**src/rtl/dmem_controller_pkg.sv**
```systemverilog
// Bundle: shared types for the data-memory controller.
//   mem_fcn_e / mem_typ_e : memory function and access width/sign encodings
//   MemoryIn / MemoryOut  : memory-stage request and response bundles
//   state_e               : controller FSM states
//   helpers               : misalignment test, write strobes, lane replication,
//                           load sign-extension select
package Bundle;

  typedef enum logic [1:0] {M_X = 2'd0, M_XRD = 2'd1, M_XWR = 2'd2} mem_fcn_e;

  typedef enum logic [2:0] {
    MT_X  = 3'd0,
    MT_B  = 3'd1,
    MT_H  = 3'd2,
    MT_W  = 3'd3,
    MT_BU = 3'd5,
    MT_HU = 3'd6
  } mem_typ_e;

  typedef enum logic [1:0] {IDLE, REQ, WAIT, DONE} state_e;

  typedef struct packed {
    logic [31:0] addr;
    mem_fcn_e    fcn;
    mem_typ_e    typ;
    logic [31:0] data;
  } mem_req_t;

  typedef struct packed {
    logic     req_valid;
    mem_req_t req;
  } MemoryIn;

  typedef struct packed {
    logic [31:0] data;
  } mem_res_t;

  typedef struct packed {
    logic     res_valid;
    mem_res_t res;
  } MemoryOut;

  function automatic logic is_byte(mem_typ_e t);
    return (t == MT_B) || (t == MT_BU);
  endfunction

  function automatic logic is_half(mem_typ_e t);
    return (t == MT_H) || (t == MT_HU);
  endfunction

  // Signed variants sign-extend on load; unsigned ones zero-extend.
  function automatic logic sign_ext(mem_typ_e t);
    return (t == MT_B) || (t == MT_H);
  endfunction

  // Anything that is not a byte or halfword is treated as a word access.
  function automatic logic misaligned(mem_typ_e t, logic [1:0] off);
    if (is_byte(t)) return 1'b0;
    if (is_half(t)) return off[0];
    return off != 2'b00;
  endfunction

  function automatic logic [3:0] wstrb_of(mem_typ_e t, logic [1:0] off);
    if (is_byte(t)) return 4'b0001 << off;
    if (is_half(t)) return 4'b0011 << off;
    return 4'b1111;
  endfunction

  // Store data is replicated so the addressed lane carries it whatever the offset.
  function automatic logic [31:0] wdata_of(mem_typ_e t, logic [31:0] d);
    if (is_byte(t)) return {4{d[7:0]}};
    if (is_half(t)) return {2{d[15:0]}};
    return d;
  endfunction

endpackage

```
**src/rtl/dmem_controller_load_formatter.sv**
```systemverilog
// load_formatter: selects the addressed byte/halfword from a bus word and
// sign- or zero-extends it. Purely combinational.
//   typ   : access type of the load
//   off   : address bits [1:0]
//   rdata : raw 32-bit bus read data
//   data  : formatted load result
module load_formatter
  import Bundle::*;
(
  input  mem_typ_e    typ,
  input  logic [1:0]  off,
  input  logic [31:0] rdata,
  output logic [31:0] data
);

  logic [7:0]  b;
  logic [15:0] h;

  always_comb begin
    b = rdata[{off, 3'b000} +: 8];
    h = off[1] ? rdata[31:16] : rdata[15:0];
    data = rdata;
    if (is_byte(typ))      data = {{24{sign_ext(typ) & b[7]}}, b};
    else if (is_half(typ)) data = {{16{sign_ext(typ) & h[15]}}, h};
  end

endmodule

```
**src/rtl/dmem_controller.sv**
```systemverilog
// dmem_controller: bridges the memory stage to a request/response bus, one
// access outstanding at a time.
//   clk, rst_n           : clock, async active-low reset
//   dmem_in / dmem_out   : memory-stage request / response bundles
//   cmiss_stall          : pipeline freeze while an access is in flight
//   fault                : one-cycle pulse with the response on misalign/bus error/timeout
//   bus_req_valid/ready  : bus request handshake
//   bus_addr, bus_we, bus_wstrb, bus_wdata : word address, write controls, lane data
//   bus_rsp_valid, bus_rdata, bus_err      : bus response
module dmem_controller
  import Bundle::*;
#(
  parameter int TIMEOUT = 255
) (
  input  logic        clk,
  input  logic        rst_n,
  input  MemoryIn     dmem_in,
  output MemoryOut    dmem_out,
  output logic        cmiss_stall,
  output logic        fault,
  output logic        bus_req_valid,
  input  logic        bus_req_ready,
  output logic [31:0] bus_addr,
  output logic        bus_we,
  output logic [3:0]  bus_wstrb,
  output logic [31:0] bus_wdata,
  input  logic        bus_rsp_valid,
  input  logic [31:0] bus_rdata,
  input  logic        bus_err
);

  localparam int CW = $clog2(TIMEOUT + 1);

  state_e      state;
  mem_typ_e    typ_q;
  logic [1:0]  off_q;
  logic [CW-1:0] tmo_cnt;
  logic [31:0] fmt_data;
  logic        new_req;
  logic        bad_align;
  logic        is_wr;

  assign new_req   = dmem_in.req_valid &&
                     (dmem_in.req.fcn == M_XRD || dmem_in.req.fcn == M_XWR);
  assign bad_align = misaligned(dmem_in.req.typ, dmem_in.req.addr[1:0]);
  assign is_wr     = dmem_in.req.fcn == M_XWR;

  // The idle term is combinational so the pipeline freezes in the accept cycle;
  // rst_n gates it so all outputs read 0 while reset is held.
  assign cmiss_stall = (state == REQ) || (state == WAIT) ||
                       (state == IDLE && new_req && rst_n);

  load_formatter u_fmt (
    .typ  (typ_q),
    .off  (off_q),
    .rdata(bus_rdata),
    .data (fmt_data)
  );

  always_ff @(posedge clk or negedge rst_n) begin
    if (!rst_n) begin
      state         <= IDLE;
      typ_q         <= MT_X;
      off_q         <= 2'b00;
      tmo_cnt       <= '0;
      dmem_out      <= '0;
      fault         <= 1'b0;
      bus_req_valid <= 1'b0;
      bus_addr      <= '0;
      bus_we        <= 1'b0;
      bus_wstrb     <= '0;
      bus_wdata     <= '0;
    end else begin
      dmem_out.res_valid <= 1'b0;
      fault              <= 1'b0;
      case (state)
        IDLE: if (new_req) begin
          typ_q <= dmem_in.req.typ;
          off_q <= dmem_in.req.addr[1:0];
          if (bad_align) begin
            state              <= DONE;
            dmem_out.res_valid <= 1'b1;
            dmem_out.res.data  <= '0;
            fault              <= 1'b1;
          end else begin
            state         <= REQ;
            bus_req_valid <= 1'b1;
            bus_addr      <= {dmem_in.req.addr[31:2], 2'b00};
            bus_we        <= is_wr;
            bus_wstrb     <= is_wr ? wstrb_of(dmem_in.req.typ, dmem_in.req.addr[1:0]) : 4'b0000;
            bus_wdata     <= wdata_of(dmem_in.req.typ, dmem_in.req.data);
          end
        end
        // Responses seen here belong to nothing of ours and are ignored.
        REQ: if (bus_req_ready) begin
          bus_req_valid <= 1'b0;
          tmo_cnt       <= '0;
          state         <= WAIT;
        end
        WAIT: begin
          if (bus_rsp_valid) begin
            state              <= DONE;
            dmem_out.res_valid <= 1'b1;
            dmem_out.res.data  <= bus_we ? 32'd0 : fmt_data;
            fault              <= bus_err;
          end else if (tmo_cnt == CW'(TIMEOUT - 1)) begin
            state              <= DONE;
            dmem_out.res_valid <= 1'b1;
            dmem_out.res.data  <= '0;
            fault              <= 1'b1;
          end else begin
            tmo_cnt <= tmo_cnt + CW'(1);
          end
        end
        // The pipeline advances out of DONE, so no re-issue of the same request.
        DONE: begin
          state             <= IDLE;
          dmem_out.res.data <= '0;
        end
        default: state <= IDLE;
      endcase
    end
  end

endmodule

```
**config.mk**
```make
export PLATFORM = sky130hd
export DESIGN_NAME = dmem_controller
export DESIGN_NICKNAME = d
export VERILOG_FILES = /design/src/rtl/dmem_controller_pkg.sv /design/src/rtl/dmem_controller_load_formatter.sv /design/src/rtl/dmem_controller.sv
export SDC_FILE = /design/constraint.sdc
export NUM_CORES = 1
export LEC_CHECK = 0
export ABC_AREA = 1
export CAP_MARGIN = 10
export CORE_UTILIZATION = 41
export DETAILED_ROUTE_END_ITERATION = 8
export GPL_TIMING_DRIVEN = 1
export PLACE_DENSITY = 0.84
export SLEW_MARGIN = 20
export SYNTH_ARGS = -nofsm -noshare
export SYNTH_HDL_FRONTEND = slang
export SYNTH_SLANG_ARGS = --single-unit
```
**constraint.sdc**
```tcl
create_clock -name clk -period 1.6 [get_ports clk]
set_input_delay 0.32 -clock clk [delete_from_list [all_inputs] [get_ports clk]]
set_output_delay 0.32 -clock clk [all_outputs]
set_load 0.03 [all_outputs]
```
==> summary.txt <==
status -> finished with violations
failing checks -> negative setup slack
final core utilization -> 0.662
wire per inst -> 15.3 um
fin area -> 9580 sq um
worst path required time -> 1.28 ns
share of cells above drive strength 1 -> 0.165
CP cell instances -> inv_2 -> ha_4 -> buf_6 -> nand3_4 -> nand2_2 -> buf_6
vias in the first global route -> 6091
largest net degree at the start of global routing -> 118
asr flop ratio synth -> 1.00
clock-pin transition on the worst setup and hold timing paths -> 0.05 ns
Final setup viols -> 53
Critical Path Start Type -> flip-flop
Overflow after GRT -> 0
antenna-violating nets left -> 0
Vias -> 6377
first-pass GRT wire length -> 29.6 mm
worst slew pin tran -> 0.623 ns
DIE HEIGHT -> 123 um
WP buf/inv -> 3
# port buffers -> 209
total CTS buffers -> 17
CTS tree -> done
Worst-Skew Late Latency -> 0.42 ns
CTS Hold Bufs -> 0
f_max -> 0.575 GHz
routed wire length -> 19.3 mm
Max Root-Sink Buffers -> 2
Pins Over Slew Limit -> 0
layout overhead on the synthesized area -> 58.6%
fin crit period -> 1.74 ns
RSZ-0062 raised after global routing -> yes
Final Total Pwr -> 18000 uW
max cap viols -> 0
Slew headroom -> 0.585
R2R Path Start -> state[1]$_DFFE_PN0P_
Tcrit/Tclk final -> 1.09
area post-placement -> 8670 sq um
vias per inst -> 5.08
main flop type after synthesis -> dfrtp_1
row count -> 44
Final HPWL DP -> 13.0 mm
clk_skew -> 0.00966 ns
DR pass1 iterations -> 6
reg2reg setup slack -> -0.09 ns
IR drop worst, VDD -> 1.31 mV
pwr/cell area -> 1880 nW/um^2
root buffer cell -> clkbuf_16
Top cell by count, worst path -> buf_6
IO Count -> 212
Hold Slack -> 0.0582 ns
CP Launch Point -> state[1]$_DFFE_PN0P_
Final GP Congestion -> 0.865
Worst path depth -> 6
worst reg-to-reg path cell count -> 10
drt first-iter violations -> 621
Initial Util -> 0.417
Top delay family on crit path -> flip-flops
critical path fanouts, max -> 4
critical path class -> flip-flop to primary output
Static Leakage -> 0.00494 uW
synthesized flop and latch total -> 117
Warnings, synthesis -> 0
die area -> 15200 sq um
Final #Nets -> 1175
core area -> 14500 sq um
Mapped Area -> 6040 sq um
crit-path max cell delay -> 0.38 ns
CP Capture Type -> primary output
initial antenna violation count -> 1
Max stage delay cell, worst path -> dfrtp_1
htree depth -> 4
Cells after Synth -> 802
Netlist cell types -> 32
DIE WIDTH -> 123 um
Post-synth EDFFs -> 0
Setup WS post-layout -> -0.139 ns
HP Class -> input port to asynchronous set/reset pin
Seq/Total Area, Yosys -> 0.484
Global Route Usage Sum -> 0.254
DR DRC count -> 0
Hold Fails Final Rpt -> 0
clk sinks -> 117
syn avg cell area -> 7.54 sq um
Crit path arrival time -> 1.42 ns
dpl ws -> -0.579 ns
path summary, 6_finish.rpt:
check / end
setup / recovery: cmiss_stall
setup reg to reg: dmem_out[21]$_DFFE_PN0P_
hold / removal: tmo_cnt[2]$_DFFE_PN0P_
hold reg to reg: bus_addr[17]$_DFFE_PN0P_
min in group clk: off_q[0]$_DFFE_PN0P_
max in group asynchronous: bus_wdata[16]$_DFFE_PN0P_
cell usage after synthesis, types with 2 or more instances:
cell      instances  share of area
or2_2             9         0.0093
nand2_2           4         0.0041
buf_4             2         0.0025
inv_2             2         0.0012
o22ai_1           4         0.0041
o21ai_0         105          0.087
buf_2            16          0.013
o211ai_1         17          0.021
nor2_1           45          0.028
nor2_2            3         0.0031
nand3_1          35          0.029
o21ai_1           5         0.0041
and2_1            2         0.0021
a21oi_1          19          0.016
nand4_1           3         0.0031
buf_6             2         0.0037
inv_1            46          0.029
nor2_4            3         0.0056
ha_1             11          0.023
nand2_1         320           0.20
clkbuf_1         22          0.014
dfrtp_1         117           0.48
layout make-up:
class,count,area (sq um)
antenna,1,2.50
clock buffer,18,439
clock inverter,14,151
fill,1205,4890
inverter,48,180
multi-input combinational,595,2920
sequential,117,2930
tap,184,230
timing repair buffer,278,2730
layer usage:
metal,GRT usage,part of all wire,up-vias
met2,0.414,0.48,296
met5,0,0,-
li1,-,-,3097
met4,0.124,0.030,0
met1,0.304,0.40,2933
met3,0.0780,0.086,51
worst register-to-register path, cell delays in order (launching register included):
cell and delay (ns):
dfrtp_1 0.38, buf_4 0.13, ha_1 0.22, inv_2 0.16, nor2_1 0.07, nand2_2 0.09
nand3_4 0.13, nor2_4 0.14, buf_12 0.17, nand2_1 0.08, nand2_1 0.06
power by group:
group          internal, uW  switching (uW)
Clock                  2340            1450
Combinational          3280            6010
Sequential             4220             709
cell usage in the layout (no fill, tap or decap), drive strengths merged, types with 5 or more instances in the layout:
master	synthesis	final
or2	9	9
nor2	51	51
dfrtp	117	117
nand3	37	37
o21ai	111	111
inv	48	52
nand2	324	324
buf	20	68
dlygate4sd2	0	104
ha	11	11
clkinvlp	0	5
o211ai	17	17
a21oi	19	19
clkdlybuf4s50	0	101
clkbuf	23	21
what timing repair did:
item	CTS	global route
pin swaps	3	8
buffers inserted	2	9
cloned	1	3
setup endpoints to repair	205	111
resized for setup	118	81
sequential cells by signal (all words and copies together) (netlist names), 2 cells and up:
| signal | count |
|---|---|
| off_q | 2 |
| state | 2 |
| typ_q | 3 |
| dmem_out | 33 |
| bus_addr | 30 |
| bus_wstrb | 4 |
| tmo_cnt | 8 |
| bus_wdata | 32 |
cells by family (layout without fill, tap and decap cells):
logic type / Yosys count / in the layout / synth area share
flip-flops: 117 / 117 / 0.484
XOR/XNOR: 1 / 1 / 0.00145
AO/OA/AOI/OAI: 152 / 152 / 0.135
other: 1 / 3 / 0.000621
adder cells (fa/ha/maj): 11 / 11 / 0.0228
buffers and inverters: 91 / 358 / 0.0638
AND/OR/NAND/NOR: 428 / 428 / 0.290
multiplexers: 1 / 1 / 0.00186
per-stage QoR:
step	instances	setup TNS, ns
3_5_place_dp	1207	-56.30
4_1_cts	1242	-7.80
6_report	1255	-2.75
2_1_floorplan	803	0
5_1_grt	1255	-7.28
3_3_place_gp	1207	-52.44
No activity file was read; power rests on OpenSTA's default activity.
